==> src/rtl/ncl_sync_rx.sv <==
// ---------------------------------------------------------------------------
// ncl_sync_rx
// Receiving end of a dual-rail NCL datapath. Synchronizes the true/false
// rails into the clock domain, decodes DATA/NULL completion, drives the
// completion acknowledge ko back to the NCL stage, and delivers each DATA
// word to a valid/ready stream through a DEPTH-entry FIFO.
//
// Optional feature macro: NCL_RX_ILLEGAL_DET_EN
//   defined   : a synchronized bit with both rails high sets the sticky err
//               flag, and the FSM holds its state while any bit is illegal.
//   undefined : no illegal-code logic; err tied to 0.
//
// Ports
//   clk        in   system clock, rising edge
//   rst_n      in   asynchronous active-low reset (deasserted synchronously
//                   inside the block)
//   d_t        in   WIDTH true rails (asynchronous)
//   d_f        in   WIDTH false rails (asynchronous)
//   ko         out  1 = request DATA, 0 = request NULL (registered)
//   out_data   out  head-of-FIFO word
//   out_valid  out  out_data valid
//   out_ready  in   consumer accepts when out_valid & out_ready
//   out_level  out  FIFO occupancy
//   err        out  sticky illegal-code flag
// ---------------------------------------------------------------------------
module ncl_sync_rx #(
    parameter int WIDTH       = 8,
    parameter int DEPTH       = 4,
    parameter int SYNC_STAGES = 2
) (
    input  logic                     clk,
    input  logic                     rst_n,
    input  logic [WIDTH-1:0]         d_t,
    input  logic [WIDTH-1:0]         d_f,
    output logic                     ko,
    output logic [WIDTH-1:0]         out_data,
    output logic                     out_valid,
    input  logic                     out_ready,
    output logic [$clog2(DEPTH):0]   out_level,
    output logic                     err
);

    localparam int AW = $clog2(DEPTH);
    localparam int LW = AW + 1;

    typedef enum logic {
        WAIT_NULL = 1'b0,
        REQ_DATA  = 1'b1
    } state_t;

    // -----------------------------------------------------------------------
    // Reset synchronizer. Its length matches the rail synchronizer so that,
    // when reset is released with DATA still on the rails, the FSM first
    // sees the real synchronized rails instead of the all-zero reset value
    // (which would look like NULL and raise ko prematurely).
    // -----------------------------------------------------------------------
    logic [SYNC_STAGES-1:0] rst_sync;
    logic                   rst_int_n;

    // NOTE: sequential state is always assigned with non-blocking (<=) so every
    // flop samples the pre-edge values of its neighbours.
    always_ff @(posedge clk or negedge rst_n) begin
        if (!rst_n) rst_sync <= '0;
        else        rst_sync <= {rst_sync[SYNC_STAGES-2:0], 1'b1};
    end

    assign rst_int_n = rst_sync[SYNC_STAGES-1];

    // -----------------------------------------------------------------------
    // Rail synchronizers. Cleared by the raw reset so they resume sampling
    // while the internal reset is still being held.
    // -----------------------------------------------------------------------
    logic [WIDTH-1:0] sync_t [SYNC_STAGES];
    logic [WIDTH-1:0] sync_f [SYNC_STAGES];

    always_ff @(posedge clk or negedge rst_n) begin
        if (!rst_n) begin
            for (int i = 0; i < SYNC_STAGES; i++) begin
                sync_t[i] <= '0;
                sync_f[i] <= '0;
            end
        end else begin
            sync_t[0] <= d_t;
            sync_f[0] <= d_f;
            for (int i = 1; i < SYNC_STAGES; i++) begin
                sync_t[i] <= sync_t[i-1];
                sync_f[i] <= sync_f[i-1];
            end
        end
    end

    logic [WIDTH-1:0] s_t;
    logic [WIDTH-1:0] s_f;
    logic             all_data;
    logic             all_null;
    logic             illegal;

    assign s_t      = sync_t[SYNC_STAGES-1];
    assign s_f      = sync_f[SYNC_STAGES-1];
    // Exactly one rail high per bit; a both-high bit fails the XOR.
    assign all_data = &(s_t ^ s_f);
    assign all_null = ~|(s_t | s_f);

`ifdef NCL_RX_ILLEGAL_DET_EN
    logic err_q;

    assign illegal = |(s_t & s_f);

    always_ff @(posedge clk or negedge rst_int_n) begin
        if (!rst_int_n)   err_q <= 1'b0;
        else if (illegal) err_q <= 1'b1;
    end

    assign err = err_q;
`else
    assign illegal = 1'b0;
    assign err     = 1'b0;
`endif

    // -----------------------------------------------------------------------
    // FIFO bookkeeping. Pointers carry one extra MSB so full and empty are
    // distinguished by wrap-around; occupancy is their difference.
    // -----------------------------------------------------------------------
    logic [AW:0]      wr_ptr;
    logic [AW:0]      rd_ptr;
    logic [LW-1:0]    level;
    logic             full;
    logic             push;
    logic             pop;
    logic [WIDTH-1:0] mem [DEPTH];

    assign level     = wr_ptr - rd_ptr;
    assign full      = (level == LW'(DEPTH));
    assign out_valid = (level != '0);
    assign pop       = out_valid & out_ready;
    assign out_level = level;
    assign out_data  = mem[rd_ptr[AW-1:0]];

    // -----------------------------------------------------------------------
    // Handshake FSM. ko is the state itself, so it is a registered output.
    // A DATA request is only issued with a free slot, and pops can only add
    // room, so the push in REQ_DATA never overflows.
    // -----------------------------------------------------------------------
    state_t state;
    state_t state_nx;

    always_ff @(posedge clk or negedge rst_int_n) begin
        if (!rst_int_n) state <= WAIT_NULL;
        else            state <= state_nx;
    end

    // NOTE: every signal written here gets a default first, so no path through
    // the case leaves it unassigned and no latch is inferred.
    always_comb begin
        state_nx = state;
        push     = 1'b0;
        case (state)
            WAIT_NULL: begin
                if (all_null && !full && !illegal) state_nx = REQ_DATA;
            end
            REQ_DATA: begin
                if (all_data && !illegal) begin
                    push     = 1'b1;
                    state_nx = WAIT_NULL;
                end
            end
            default: state_nx = WAIT_NULL;
        endcase
    end

    assign ko = (state == REQ_DATA);

    always_ff @(posedge clk or negedge rst_int_n) begin
        if (!rst_int_n) begin
            wr_ptr <= '0;
            rd_ptr <= '0;
        end else begin
            if (push) wr_ptr <= wr_ptr + 1'b1;
            if (pop)  rd_ptr <= rd_ptr + 1'b1;
        end
    end

    // NOTE: the storage array is reset on purpose: out_data reads the head
    // entry directly and must be 0 out of reset, and the array is only DEPTH
    // words deep.
    always_ff @(posedge clk or negedge rst_int_n) begin
        if (!rst_int_n) begin
            for (int i = 0; i < DEPTH; i++) mem[i] <= '0;
        end else if (push) begin
            mem[wr_ptr[AW-1:0]] <= s_t;
        end
    end

endmodule
==> config.mk <==
export PLATFORM = sky130hd
export DESIGN_NAME = ncl_sync_rx
export DESIGN_NICKNAME = d
export VERILOG_FILES = /design/src/rtl/ncl_sync_rx.sv
export SDC_FILE = /design/constraint.sdc
export NUM_CORES = 1
export LEC_CHECK = 0
export ABC_AREA = 1
export CAP_MARGIN = 40
export CORE_MARGIN = 3
export CORE_UTILIZATION = 50
export CTS_CLUSTER_SIZE = 40
export DETAILED_ROUTE_END_ITERATION = 10
export GPL_ROUTABILITY_DRIVEN = 0
export PLACE_DENSITY_LB_ADDON = 0.15
export SYNTH_ARGS = -nofsm -noshare
export SYNTH_HDL_FRONTEND = slang
export SYNTH_SLANG_ARGS = --single-unit
==> constraint.sdc <==
create_clock -name clk -period 1.8 [get_ports clk]
set_clock_uncertainty 0.05 [all_clocks]
set_input_delay 0.36 -clock clk [delete_from_list [all_inputs] [get_ports clk]]
set_output_delay 0.36 -clock clk [all_outputs]
set_load 0.005 [all_outputs]
==> flow_metrics.env, run 1 <==
export IMPL_status="complete, but fails checks"
export IMPL_violations="setup timing"
export IMPL_die_area_sq_mm=0.00697
export IMPL_portBuffers=31
export IMPL_synthTopCellsByCount="nand2_1, dfrtp_1, o21ai_0, inv_1, nor2_1"
export IMPL_htreeDepth=3
export IMPL_yosys_warnings=0
export IMPL_arrival_ns=1.78
export IMPL_synth_edf_count=0
export IMPL_clk_pin_slew_worst_paths_ns=0.07
export IMPL_cp_buffers_inverters=2
export IMPL_ir_drop_uv=811
export IMPL_synth_seq_cells=73
export IMPL_worstHoldPathType="flop to async pin"
export IMPL_grt_max_degree=40
export IMPL_syn_inst=302
export IMPL_grt_pass1_vias=2365
export IMPL_tightestPinTransition_ns=0.510
export IMPL_clk_latency_ns=0.34
export IMPL_start_util=0.532
export IMPL_ant_nets=0
export IMPL_wl_per_cell_um=14.9
export IMPL_fin_crit_sh=1.22
export IMPL_synth_most_common_cell="nand2_1"
export IMPL_multiInputGateArea_sq_mm=0.00114
export IMPL_dr_pass1_iters=4
export IMPL_ys_seq_area_frac=0.608
export IMPL_seq_area_sq_mm=0.00183
export IMPL_syn_cell_area_sq_mm=0.00300
export IMPL_maxCapViolations=0
export IMPL_gr_total_overflow=0
export IMPL_tns_ns=-3.73
export IMPL_synth_main_ff_cell="dfrtp_1"
export IMPL_first_iter_violations=225
export IMPL_row_count=27
export IMPL_grt_pass1_wl_um=11400
export IMPL_setup_viol=15
export IMPL_clock_sinks=73
export IMPL_synth_top_area_cell="dfrtp_1"
export IMPL_fin_area_sq_mm=0.00416
export IMPL_fill_cells=392
export IMPL_crit_family="adder cells"
export IMPL_rsz0062_at_grt="true"
export IMPL_design_portCount=33
export IMPL_chipWidth_um=83.5
export IMPL_maxSlewViolCount=0
export IMPL_syn_to_final_growth_pct=38.4
export IMPL_cp_required_ns=1.39
export IMPL_r2r_slack_ns=-0.26
export IMPL_die_h_um=83.5
export IMPL_drive_gt1_frac=0.294
export IMPL_cts_tree="built"
export IMPL_slowest_delay_ns=0.54
export IMPL_startpoint_type="flop"
export IMPL_worst_setup_path_end_kind="output port"
export IMPL_yosysUniqueCellTypes=23
export IMPL_cts_max_path_buffers=2
export IMPL_cts_made_buffers=9
export IMPL_worstPathCellList="ha_4 -> fa_2 -> nand2_2 -> inv_2 -> nand3_2 -> buf_2"
export IMPL_nets=424
export IMPL_finalHoldViolations=0
export IMPL_max_slew_margin=0.660
export IMPL_worstPathMaxFanout=2
export IMPL_p_per_area_mw_per_mm2=1100
export IMPL_cts_root_buf="clkbuf_8"
export IMPL_antenna_found_initial=0
export IMPL_period_needed_ns=2.19
export IMPL_synth_top_area_frac=0.608
export IMPL_dpl_hpwl_um=4400
export IMPL_gr_usage_all_layers=0.212
export IMPL_drc=0
export IMPL_synth_area_leaders="dfrtp_1, nand2_1, o21ai_0, ha_1, inv_1"
export IMPL_placed_area_sq_mm=0.00359
export IMPL_slowest_stage="fa_2"
export IMPL_viasPerCell=5.06
export IMPL_core_region_area_sq_mm=0.00564
export IMPL_async_flop_share=1.00
export IMPL_diodes=0
export IMPL_syn_nets=336
export IMPL_synth_area_per_cell_sq_um=9.94
export IMPL_vias=2361
export IMPL_wl_um=6950
export IMPL_critPathKind="flop to output port"
export IMPL_power_static_leakage_uw=0.00211
export IMPL_timing_fmax_ghz=0.456
export IMPL_layout_setup_ws_ns=-0.392
export IMPL_ctsHoldBuffers=0
==> report_power, final <==
group | switching [uW] | internal (uW) | total [uW]
logic | 661 | 747 | 1410
registers | 49.3 | 1710 | 1760
clock network | 582 | 816 | 1400
==> routing by layer <==
layer	track usage	up-vias	part of all wire
met3	0.0385	10	0.058
met2	0.327	72	0.49
met4	0.117	0	0.020
met5	0	-	0
li1	-	1145	-
met1	0.283	1134	0.43
==> path summary, 6_finish.rpt <==
kind | from | endpoint | cells past startpoint
max in group asynchronous | rst_n | s_f[3]$_DFF_PN0_ | 2
min | rst_sync[1]$_DFF_PN0_ | mem[3]$_DFFE_PN0P_ | 1
max | rd_ptr[0]$_DFFE_PN0P_ | out_valid | 6
min reg2reg | rst_sync[1]$_DFF_PN0_ | mem[3]$_DFFE_PN0P_ | 1
min in group clk | rst_sync[0]$_DFF_PN0_ | rst_sync[1]$_DFF_PN0_ | 0
max reg2reg | rd_ptr[0]$_DFFE_PN0P_ | ko$_DFF_PN0_ | 13
==> cell usage in the layout, fill, tap and decap left out, types with 2 or more instances in the layout <==
cell type	count
inv_2	5
nand3_1	3
buf_6	7
xor2_1	3
conb_1	2
o21ai_2	2
clkinv_2	2
inv_1	25
dfrtp_1	73
nand2_2	7
nand4_1	3
nand2_4	2
o22ai_1	8
nand2_1	66
ha_1	9
buf_4	44
o21ai_0	24
buf_2	10
nor2_4	4
buf_12	2
bufinv_16	2
ha_4	5
clkbuf_8	10
nand3_2	4
clkdlybuf4s50_1	19
o21ai_1	23
nor2_1	18
==> final cells by class <==
type                    count  area share
well taps                  72      0.0217
clock buffers              11      0.0340
multi-input cells         188       0.274
clock inverters             5      0.0190
repair buffers             86       0.180
flip-flops and latches     73       0.439
inverters                  32      0.0316
==> cell families (layout without fill, tap and decap cells) <==
family          Yosys count  count (layout)  share of synthesized area
compound gates           58              58                      0.100
buf+inv                  41             134                     0.0608
other cells               2               2                    0.00250
fa+ha+maj                15              15                     0.0650
xor+xnor                  3               3                    0.00875
flops                    73              73                      0.608
simple gates            110             110                      0.155
==> state kept, by name, indices dropped and copies added, names as in the netlist <==
register	count
s_t	8
wr_ptr	3
rd_ptr	3
mem	32
s_f	8
sync_f	8
rst_sync	2
ko	1
sync_t	8
==> through the flow <==
| stage | total power [uW] | worst slack, ns | hold WS, ns | utilization | std cells |
|---|---|---|---|---|---|
| 2_1_floorplan | 2260 | 0.00697 | 0.0144 | - | 302 |
| 3_3_place_gp | 2850 | -0.329 | 0.272 | 0.637 | 428 |
| 3_5_place_dp | 2870 | -0.385 | 0.268 | 0.637 | 428 |
| 4_1_cts | 4420 | -0.428 | 0.273 | 0.701 | 460 |
| 5_1_grt | 4820 | -0.453 | 0.304 | 0.737 | 467 |
| 6_report | 4560 | -0.392 | 0.247 | 0.737 | 467 |
==> what timing repair did <==
item	4_1_cts	5_1_grt
buffers inserted	16	6
resized for setup	76	32
gates cloned	0	1
pin swaps	19	18
setup endpoints to repair	26	50
==> worst reg2reg max path, stage by stage, from the launching register on <==
cell     delay, ns
dfrtp_1       0.41
ha_4          0.17
fa_2          0.34
nand3_2       0.08
nand2_1       0.07
buf_4         0.13
buf_4         0.12
buf_4         0.12
buf_4         0.12
buf_4         0.12
buf_4         0.12
nand2_2       0.06
nand3_2       0.06
nand2_1       0.06
(Power assumes the default switching activity.)
==> inputs of run 2 (changes only) <==
- PLACE_DENSITY: unset -> 0.77
- PLACE_DENSITY_LB_ADDON: 0.15 -> unset
==> run 2 against run 1 <==
Against the previous run:
- the flow still finishes with violations (setup timing)
- sequential cell count is the same
- total power shrank 8.1%
- count of clock-buffer cells in the layout grew 2
- core utilization shrank 1.4 points
- wire length shrank 1.5%
- register-to-register slack gained 0.05 ns
- maximum frequency shrank 3.4%
- via count grew 0.30%
- first-iteration DRC count shrank 23%
- global-route usage shrank 0.88 points
- worst setup slack lost 0.078 ns
- combinational power shrank 9%
- largest power group unchanged
==> flow_metrics.env, run 2 (same netlist as run 1, synthesis figures left out) <==
export IMPL_wl_um=6850
export IMPL_worstPathMaxFanout=2
export IMPL_p_per_area_mw_per_mm2=1030
export IMPL_worstPathCellList="ha_4 -> fa_2 -> buf_6 -> nand2_4 -> inv_2 -> nand3_2 -> buf_2"
export IMPL_crit_start="rd_ptr[0]$_DFFE_PN0P_"
export IMPL_clock_sinks=73
export IMPL_largest_reg_flops=32
export IMPL_startpoint_type="flop"
export IMPL_cts_max_path_buffers=2
export IMPL_instances_no_fill=459
export IMPL_cp_required_ns=1.39
export IMPL_core_region_area_sq_mm=0.00564
export IMPL_gr_total_overflow=0
export IMPL_grt_pass1_vias=2362
export IMPL_slowest_delay_ns=0.54
export IMPL_portBuffers=31
export IMPL_start_util=0.532
export IMPL_finalHoldViolations=0
export IMPL_clk_latency_ns=0.34
export IMPL_syn_to_final_growth_pct=35.8
export IMPL_gr_usage_all_layers=0.203
export IMPL_fin_util=0.723
export IMPL_diodes=0
export IMPL_cts_made_buffers=9
export IMPL_first_iter_violations=174
export IMPL_r2r_slack_ns=-0.21
export IMPL_grt_max_degree=40
export IMPL_layout_setup_ws_ns=-0.470
export IMPL_power_static_leakage_uw=0.00207
export IMPL_fin_crit_sh=1.26
export IMPL_cp_endpoint="out_valid"
export IMPL_viasPerCell=5.16
export IMPL_ant_nets=0
export IMPL_post_place_cells=428
export IMPL_ctsHoldBuffers=0
export IMPL_antenna_found_initial=0
export IMPL_reg2reg_to="ko$_DFF_PN0_"
export IMPL_dr_pass1_iters=4
export IMPL_clk_pin_slew_worst_paths_ns=0.07
export IMPL_period_needed_ns=2.27
export IMPL_setup_viol=16
export IMPL_drive_gt1_frac=0.271
export IMPL_vias=2368
export IMPL_worst_setup_path_end_kind="output port"
export IMPL_dpl_hpwl_um=4330
export IMPL_chipWidth_um=83.5
export IMPL_timing_fmax_ghz=0.440
export IMPL_layout_common_cells="dfrtp_1, nand2_1, buf_4"
export IMPL_cts_tree="built"
export IMPL_maxSlewViolCount=0
export IMPL_drc=0
export IMPL_grt_pass1_wl_um=11100
export IMPL_wl_per_cell_um=14.9
export IMPL_design_portCount=33
export IMPL_die_h_um=83.5
export IMPL_die_area_sq_mm=0.00697
export IMPL_placed_area_sq_mm=0.00361
export IMPL_cts_root_buf="clkbuf_8"
export IMPL_critPathKind="flop to output port"
export IMPL_arrival_ns=1.86
export IMPL_nets=417
export IMPL_ff2ff_path_depth=12
export IMPL_worstHoldPathType="flop to async pin"
export IMPL_status="complete, but fails checks"
export IMPL_violations="setup timing"
export IMPL_top_register="mem"
export IMPL_ir_drop_uv=673
export IMPL_rsz0062_at_grt="true"
export IMPL_final_common_cell="dfrtp_1"
export IMPL_slowest_stage="fa_2"
export IMPL_row_count=27
export IMPL_r2r_start="rd_ptr[0]$_DFFE_PN0P_"
export IMPL_fin_area_sq_mm=0.00408
export IMPL_maxCapViolations=0
export IMPL_htreeDepth=3
run 2: cell count changes in the layout (fill, tap and decap cells not counted), sizes merged:
cell and change:
clkbuf +3, buf -15, clkinvlp +1, clkinv -2, dlygate4sd2 +7, bufinv -2
run 2: critical path: cells and delay by family, from the launching register on:
kind                     cells  cell delay [ns]
AND/OR/NAND/NOR              2             0.10
buffers and inverters        3             0.29
adder cells (fa/ha/maj)      2             0.72
flip-flops                   1             0.42
run 2: report_power, final:
group	leakage (uW)	switching, uW	internal [uW]
clock network	0.0000915	546	604
logic	0.00105	623	656
registers	0.000921	55.3	1710
run 2: metrics by stage:
| step | setup slack (ns) | total power (uW) | TNS (ns) | hold slack (ns) |
|---|---|---|---|---|
| final | -0.470 | 4190 | -4.46 | 0.245 |
| after global placement | -0.332 | 2850 | -2.63 | 0.262 |
| after global routing | -0.543 | 4450 | -6.12 | 0.299 |
| after floorplan | 0.00697 | 2260 | 0 | 0.0144 |
| after detailed placement | -0.398 | 2870 | -2.88 | 0.259 |
| after CTS | -0.453 | 4110 | -3.95 | 0.262 |
run 2: final cells by class:
cell class | count | area [sq um]
multi-input combinational | 188 | 1140
sequential | 73 | 1830
timing repair buffer | 79 | 716
fill | 403 | 1570
clock buffer | 13 | 169
tap | 72 | 90.1
inverter | 32 | 124
clock inverter | 2 | 12.5
run 2: worst min path at each step:
stage               slack (ns)  cells past startpoint                    end             startpoint
CTS                       0.26                      1  wr_ptr[0]$_DFFE_PN0P_  rst_sync[1]$_DFF_PN0_
global route              0.30                      1    mem[27]$_DFFE_PN0P_  rst_sync[1]$_DFF_PN0_
detailed placement        0.26                      1    mem[27]$_DFFE_PN0P_  rst_sync[1]$_DFF_PN0_
global placement          0.26                      1    mem[27]$_DFFE_PN0P_  rst_sync[1]$_DFF_PN0_
finish                    0.25                      1    mem[27]$_DFFE_PN0P_  rst_sync[1]$_DFF_PN0_
floorplan                 0.01                      0  rst_sync[0]$_DFF_PN0_                  rst_n
run 2: per-layer routing:
layer / GRT usage / vias up / wire length [um] / part of all wire
li1: - / 1125 / - / -
met1: 0.255 / 1138 / 2830 / 0.41
met2: 0.328 / 88 / 3400 / 0.50
met3: 0.0415 / 17 / 412 / 0.060
met4: 0.113 / 0 / 201 / 0.029
met5: 0 / - / 0 / 0
run 2: timing repair:
action,in CTS,in global routing
endpoints found under the hold margin,0,0
gates cloned,0,1
resized for setup,44,34
setup endpoints to repair,28,43
pin swaps,12,13
buffers inserted,12,6
==> inputs of run 3 (changes only) <==
- PLACE_DENSITY: 0.77 -> 0.82
- clock period: 1.8 -> 2.8 ns (I/O delays scaled with it)
==> run 3 against run 2 <==
Against the previous run:
- the run now ends clean
- combinational power fell by 54%
- sequential cell count did not move
- non-clock buffer count fell by 42
- global-route usage fell by 1.7 points
- first-iteration DRC count fell by 33%
- register-to-register slack improved by 1.1 ns
- worst setup slack improved by 0.57 ns
- sequential share of layout area rose by 6.7 points
- sequential power fell by 35%
- worst hold slack improved by 0.010 ns
- design area fell by 13%
- critical path type unchanged
- largest power group unchanged
==> flow_metrics.env, run 3 (same netlist as run 1, synthesis figures left out) <==
export IMPL_status="finished clean"
export IMPL_vias=2147
export IMPL_p_per_area_mw_per_mm2=685
export IMPL_gr_usage_all_layers=0.185
export IMPL_cts_tree="built"
export IMPL_dr_pass1_iters=4
export IMPL_worst_setup_path_end_kind="output port"
export IMPL_wl_um=5930
export IMPL_multiInputGateArea_sq_um=993
export IMPL_max_slew_margin=0.604
export IMPL_die_h_um=83.5
export IMPL_portBuffers=31
export IMPL_post_place_cells=400
export IMPL_r2r_slack_ns=0.90
export IMPL_antenna_found_initial=0
export IMPL_final_common_cell="nand2_1"
export IMPL_setup_viol=0
export IMPL_ant_nets=0
export IMPL_viasPerCell=5.15
export IMPL_grt_pass1_wl_um=9900
export IMPL_wl_per_cell_um=14.2
export IMPL_instances_no_fill=417
export IMPL_total_power_uw=2430
export IMPL_grt_max_degree=40
export IMPL_period_needed_ns=2.70
export IMPL_dp_slack_ns=0.206
export IMPL_maxSlewViolCount=0
export IMPL_drive_gt1_frac=0.0841
export IMPL_start_util=0.532
export IMPL_timing_fmax_ghz=0.371
export IMPL_row_count=27
export IMPL_ir_drop_uv=502
export IMPL_placed_area_sq_mm=0.00337
export IMPL_cp_required_ns=2.19
export IMPL_core_region_area_sq_mm=0.00564
export IMPL_gr_total_overflow=0
export IMPL_clk_latency_ns=0.34
export IMPL_startpoint_type="flop"
export IMPL_finalHoldViolations=0
export IMPL_power_static_leakage_uw=0.00180
export IMPL_worstHoldPathType="flop to async pin"
export IMPL_grt_pass1_vias=2159
export IMPL_htreeDepth=3
export IMPL_clk_pin_slew_worst_paths_ns=0.07
export IMPL_seq_area_sq_mm=0.00183
export IMPL_critPathKind="flop to output port"
export IMPL_first_iter_violations=116
export IMPL_arrival_ns=2.09
export IMPL_diodes=0
export IMPL_fin_area_sq_mm=0.00355
export IMPL_cts_max_path_buffers=2
export IMPL_die_area_sq_mm=0.00697
export IMPL_layout_setup_ws_ns=0.103
export IMPL_maxCapViolations=0
export IMPL_cts_made_buffers=9
export IMPL_worstPathMaxFanout=5
export IMPL_chipWidth_um=83.5
export IMPL_syn_to_final_growth_pct=18.2
export IMPL_holdWs_ns=0.256
export IMPL_cts_root_buf="clkbuf_8"
export IMPL_nets=375
export IMPL_drc=0
export IMPL_tightestPinTransition_ns=0.592
export IMPL_top_register="mem"
export IMPL_fill_cells=446
export IMPL_clock_sinks=73
export IMPL_largest_reg_flops=32
export IMPL_layout_common_cells="nand2_1, dfrtp_1, o21ai_0"
export IMPL_fin_crit_sh=0.963
export IMPL_dpl_hpwl_um=4060
export IMPL_design_portCount=33
-- run 3: worst paths after layout --
| kind | start | end | depth (start not counted) |
|---|---|---|---|
| min in group clk | sync_f[8]$_DFF_PN0_ | s_f[0]$_DFF_PN0_ | 0 |
| max | wr_ptr[0]$_DFFE_PN0P_ | out_valid | 7 |
| max in group asynchronous | rst_n | s_f[2]$_DFF_PN0_ | 2 |
| min reg2reg | rst_sync[1]$_DFF_PN0_ | mem[3]$_DFFE_PN0P_ | 1 |
| min | rst_sync[1]$_DFF_PN0_ | mem[3]$_DFFE_PN0P_ | 1 |
| max reg2reg | s_t[6]$_DFF_PN0_ | mem[18]$_DFFE_PN0P_ | 8 |
-- run 3: power by group --
group	internal [uW]	total, uW	switching [uW]
clock network	335	688	354
logic	296	594	298
registers	1100	1150	50.3
total	1730	2430	702
-- run 3: metrics by stage --
step                      setup TNS (ns)  utilization
after floorplan                        0            -
after global placement                 0        0.597
after detailed placement               0        0.597
after CTS                              0        0.627
after global routing            -0.00116        0.629
final                                  0        0.629
-- run 3: cell type report --
cell class                 count  share of cell area
clock inverter                 4             0.00564
sequential                    73               0.515
inverter                      32              0.0349
multi-input combinational    188               0.280
timing repair buffer          37              0.0998
clock buffer                  11              0.0398
tap                           72              0.0254
-- run 3: per-layer routing --
| layer | share of wire | track usage |
|---|---|---|
| met1 | 0.43 | 0.235 |
| met2 | 0.47 | 0.295 |
| met3 | 0.064 | 0.0434 |
| met4 | 0.028 | 0.102 |
| met5 | 0 | 0 |
-- run 3: timing repair --
item | in CTS | in global routing
buffers inserted | 1 | 1
pin swaps | 0 | 0
hold endpoints to repair | 0 | 0
hold buffers | 0 | 0
gates resized for setup | 2 | 2
endpoints found under the setup margin | 1 | 8
cloned | 0 | 0
-- run 3: critical path, stage by stage, from the launching register on --
cell and delay, ns:
dfrtp_1 0.36, inv_2 0.07, ha_1 0.21, fa_1 0.51, nand2_1 0.06, inv_1 0.07
nand3_1 0.16, dlygate4sd2_1 0.30
